File: config.mk
export PLATFORM = sky130hd
export DESIGN_NAME = uart_rx
export DESIGN_NICKNAME = d
export VERILOG_FILES = /design/src/rtl/uart_pkg.sv /design/src/rtl/sync2.sv /design/src/rtl/uart_rx.sv
export SDC_FILE = /design/constraint.sdc
export NUM_CORES = 1
export LEC_CHECK = 0
export ABC_AREA = 1
export BUFFER_PORTS_ARGS = -buffer_cell sky130_fd_sc_hd__clkbuf_2
export CAP_MARGIN = 15
export CORE_ASPECT_RATIO = 0.75
export CORE_UTILIZATION = 60
export CTS_CLUSTER_SIZE = 16
export DETAILED_ROUTE_END_ITERATION = 16
export GPL_TIMING_DRIVEN = 0
export PLACE_DENSITY = 0.82
export SYNTH_ARGS = -nofsm -noshare
export SYNTH_HDL_FRONTEND = slang
export SYNTH_HIERARCHICAL = 1
export SYNTH_SLANG_ARGS = --single-unit
File: constraint.sdc
create_clock -name clk -period 3.15 [get_ports clk]
set_input_delay 0.1575 -clock clk [delete_from_list [all_inputs] [get_ports clk]]
set_output_delay 0.1575 -clock clk [all_outputs]
set_load 0.05 [all_outputs]
File: src/rtl/uart_pkg.sv
// Shared UART definitions: receiver FSM states, oversampling default and
// 8N1 frame constants.
package uart_pkg;

  localparam int OVS_DEFAULT = 16;  // brg_en ticks per bit period
  localparam int DATA_BITS   = 8;   // 8N1: eight data bits, LSB first
  localparam logic START_LVL = 1'b0;
  localparam logic STOP_LVL  = 1'b1;
  localparam logic IDLE_LVL  = 1'b1;

  typedef enum logic [1:0] {
    IDLE,
    START,
    DATA,
    STOP
  } rx_state_t;

endpackage

File: src/rtl/sync2.sv
// Two-flop synchronizer for a single asynchronous input, with a selectable
// reset value so an idle-high line does not fake an edge out of reset.
module sync2 #(
  parameter logic RST_VAL = 1'b0
) (
  input  logic clk,
  input  logic rst_n,
  input  logic d,
  output logic q
);

  logic meta;

  // Capture the asynchronous input, then let the first flop settle one cycle.
  // NOTE: sequential logic uses non-blocking assignments so both flops sample
  // their inputs at the same edge and form a true two-stage shift.
  always_ff @(posedge clk or negedge rst_n) begin
    if (!rst_n) begin
      meta <= RST_VAL;
      q    <= RST_VAL;
    end else begin
      meta <= d;
      q    <= meta;
    end
  end

endmodule

File: src/rtl/uart_rx.sv
// 8N1 UART receiver driven by a shared oversampling baud tick (brg_en).
// Start bit is validated at its midpoint, data and stop bits are sampled at
// their midpoints, and the completed byte is held with rdy/error flags.
module uart_rx
  import uart_pkg::*;
#(
  parameter int OVS = OVS_DEFAULT
) (
  input  logic       clk,
  input  logic       rst_n,
  input  logic       RX,
  input  logic       brg_en,
  input  logic       clr_rdy,
  output logic [7:0] rx_data,
  output logic       rdy,
  output logic       frm_err,
  output logic       ovr_err
);

  localparam int TW = $clog2(OVS);
  localparam int BW = $clog2(DATA_BITS);
  localparam logic [TW-1:0] HALF_TICK = TW'(OVS / 2 - 1);
  localparam logic [TW-1:0] LAST_TICK = TW'(OVS - 1);
  localparam logic [BW-1:0] LAST_BIT  = BW'(DATA_BITS - 1);

  logic                 rx_s;
  rx_state_t            state;
  logic [TW-1:0]        tick;
  logic [BW-1:0]        bit_cnt;
  logic [DATA_BITS-1:0] shift;

  // Line idles high, so the synchronizer resets high to avoid a false start.
  sync2 #(.RST_VAL(IDLE_LVL)) u_sync (
    .clk  (clk),
    .rst_n(rst_n),
    .d    (RX),
    .q    (rx_s)
  );

  // Receiver FSM with counters, shift register and registered status flags.
  always_ff @(posedge clk or negedge rst_n) begin
    if (!rst_n) begin
      // NOTE: the shift register and rx_data are plain flops, not a memory,
      // so they are reset like any other state to give a defined 0x00 output.
      state   <= IDLE;
      tick    <= '0;
      bit_cnt <= '0;
      shift   <= '0;
      rx_data <= '0;
      rdy     <= 1'b0;
      frm_err <= 1'b0;
      ovr_err <= 1'b0;
    end else begin
      // NOTE: consumer acknowledge is applied first; a byte completing in the
      // same cycle assigns rdy/ovr_err later below, and the last assignment wins.
      if (clr_rdy) begin
        rdy     <= 1'b0;
        ovr_err <= 1'b0;
      end

      unique case (state)
        IDLE: begin
          // Start detect works every cycle, not only on brg_en.
          if (rx_s == START_LVL) begin
            state <= START;
            tick  <= '0;
          end
        end

        START: begin
          if (brg_en) begin
            if (tick == HALF_TICK) begin
              if (rx_s == START_LVL) begin
                state   <= DATA;
                tick    <= '0;
                bit_cnt <= '0;
              end else begin
                state <= IDLE;  // too short to be a start bit
              end
            end else begin
              tick <= tick + 1'b1;
            end
          end
        end

        DATA: begin
          if (brg_en) begin
            if (tick == LAST_TICK) begin
              tick    <= '0;
              shift   <= {rx_s, shift[DATA_BITS-1:1]};  // LSB arrives first
              bit_cnt <= bit_cnt + 1'b1;
              if (bit_cnt == LAST_BIT) state <= STOP;
            end else begin
              tick <= tick + 1'b1;
            end
          end
        end

        STOP: begin
          if (brg_en) begin
            if (tick == LAST_TICK) begin
              tick    <= '0;
              rx_data <= shift;
              rdy     <= 1'b1;
              frm_err <= (rx_s != STOP_LVL);
              // Overrun only when the previous byte is still unacknowledged;
              // an acknowledge in this very cycle leaves ovr_err as it was.
              if (clr_rdy)  ovr_err <= ovr_err;
              else if (rdy) ovr_err <= 1'b1;
              state <= IDLE;
            end else begin
              tick <= tick + 1'b1;
            end
          end
        end

        default: state <= IDLE;
      endcase
    end
  end

endmodule

==> flow_summary.ini <==
[outcome]
run_status = finished, violations left
violations = design-rule violations

[placement]
io_buffers = 14
gp_congestion = 0.809
hpwl_um = 1830

[worst_setup_path]
cp_data_arrival_time_ns = 1.72
worst-path-max-fanout = 9
cp-end-kind = flip-flop
cp-start-kind = flip-flop
worst-setup-path-type = flip-flop to flip-flop
required_ns = 3.41

[grt]
top_usage_layer = met2
grt_pass1_vias = 976
grt_use_total_pct = 25.4
met1_usage_pct = 34.1
grt_pass1_wl_um = 4490
grt_remaining_overflow = 0
grt_util_met3_pct = 8.96
use_met2_pct = 37.7
grt_max_degree = 31
antenna_found_initial = 0

[clocking]
cts_made_buffers = 5
cts-resized-gates = 0
cts_tree = yes
post_cts.repair.setup_buffers = 0
clock_sinks = 30
clk_latency_ns = 0.33
clkTransAtPathRegs_ns = 0.09
htree_num_levels = 2
cts_buffer_depth = 2
cts_hold_buf = 2
root_buffer = clkbuf_4

[yosys]
synth_top_family_by_area = simple AND/OR/NAND/NOR gates
synthCells = 153
ys_ff_latch = 30
synth_compound_area_share_pct = 11.5
syn_nets = 161
avgSynthCellArea_um2 = 9.10
synth_edf_count = 0
synth.mux.area_fraction_pct = 0
synthXorXnorAreaFrac_pct = 0.629
yosys_warnings = 6
yosys.area_share.simple_pct = 24.1
synth_fa_ha_area_share_pct = 2.70
async_reset_ff_share_pct = 100
synthFlopType = dfrtp_1
syn_area_mm2 = 0.00139
yosysUniqueCellTypes = 25
seq_area_frac_synth_pct = 54.1

[finish]
nNetsFinal = 184
final_cell_mix = nand2_1 (52), dfrtp_1 (28), inv_1 (16), clkbuf_2 (14)
fin_util_pct = 74.3
fill_cells = 172
diodes = 0
drive_above_1_share_pct = 25.4
layout_commonest_cell = nand2_1
layout-area-overhead-vs-synth_pct = 12.1

[sta]
min_period_ns = 1.46
fmax_mhz = 684
finalHoldViolCount = 0
tns_ns = 0
tightest_slew_ns = 0.731
rsz0062_at_grt = false
fin_worst_skew_ns = 0.00906
finalSetupViolCount = 0
post-route-period-util_pct = 46.4
finalMaxSlewViolations = 0
relSlewSlack_pct = 51.3

[power_and_ir_drop]
powerDensity_mw_per_mm2 = 590
power.leakage_nw = 0.795
ir_drop_v = 0.000482

[routing]
drc = 2
drt_wl_total_um = 2550
viasPerCell = 5.18
avgRoutedWirePerCell_um = 12.7
first_iter_violations = 53
postRouteAntennaNets = 0
via_count = 1041
dr.pass1.iters = 10

[die]
die_h_um = 43.7
core_area_mm2 = 0.00210
die_w_um = 57.6
start_util_pct = 66.3
io_pins = 16
dieArea_mm2 = 0.00252
rows = 14

[run]
max_cap_viol_count = 0

[min_path]
hold_class = input pin to flip-flop
## report_power, final
part	switching (mW)	total, mW	internal, mW
clock	0.126	0.215	0.0888
sequential	0.0425	0.461	0.419
combinational	0.163	0.246	0.0827
## kinds of logic (layout without fill, tap and decap cells)
logic type | Yosys count | count (layout)
compound gates | 24 | 24
xor+xnor | 1 | 1
fa+ha+maj | 3 | 3
buf+inv | 23 | 47
flops | 30 | 30
simple gates | 72 | 72
## flip-flops by register name, summed over array words and instances (netlist names), 3 cells and up, named ones only
| name | count |
|---|---|
| rx_data | 8 |
| bit_cnt | 3 |
| shift | 8 |
| tick | 4 |
## cells in the mapped netlist (2+ instances only)
cell       n  share of area, %
buf_2      3               1.1
ha_1       3               2.7
dfrtp_1   28                50
nand3_1    7               2.5
nand4_1    2              0.90
nand3b_1   2               1.1
inv_2      3              0.81
inv_1     16               4.3
a21oi_1    2              0.72
o21ai_1    9               3.2
nand2_1   52                14
nand2_2    2              0.90
nand3_2    2               1.4
o21ai_0    2              0.72
o21ai_2    9               5.7
dfstp_2    2               3.8
## stage by stage
stage	power, mW	area (um^2)	hold WS (ns)	setup slack [ns]	instances
CTS	0.923	1560	0.0995	1.68	201
global route	0.979	1560	0.0971	1.56	201
detailed placement	0.710	1490	0.247	1.70	191
global placement	0.693	1490	0.234	1.77	191
finish	0.922	1560	0.102	1.69	201
floorplan	0.653	1390	-0.138	1.90	153
## path summary, 6_finish.rpt
check / from / endpoint / slack, ns / cells past startpoint
max in group asynchronous: rst_n / tick[3] / 2.27 / 2
min in group asynchronous: rst_n / shift[3] / 0.42 / 2
worst min-delay path: clr_rdy / rdy / 0.10 / 4
worst max register to register: tick[0] / bit_cnt[0] / 1.69 / 6
worst min register to register: u_sync/meta / u_sync/q / 0.36 / 0
worst max-delay path: tick[0] / bit_cnt[0] / 1.69 / 6
## worst max-delay path, stage by stage, from the launching register on
cell     delay [ns]
dfrtp_1        0.41
ha_1           0.26
nand3_2        0.13
inv_2          0.12
nand3_4        0.14
or2_0          0.25
nand2_1        0.10
## layer usage
metal / vias to the layer above / routed length [um]
li1: 535 / -
met1: 480 / 1200
met2: 18 / 1200
met3: 8 / 100
met4: 0 / 54
met5: - / 0
## area by class of cell
| class | instances | area [um^2] | area share (%) |
|---|---|---|---|
| well taps | 24 | 30.0 | 1.92 |
| plain buffers | 4 | 26.3 | 1.68 |
| repair buffers | 16 | 90.1 | 5.77 |
| clock buffers | 8 | 48.8 | 3.12 |
| multi-input cells | 100 | 542 | 34.7 |
| flip-flops and latches | 30 | 753 | 48.2 |
| inverters | 19 | 71.3 | 4.57 |
Note: power is estimated with default switching activity, not from simulation.
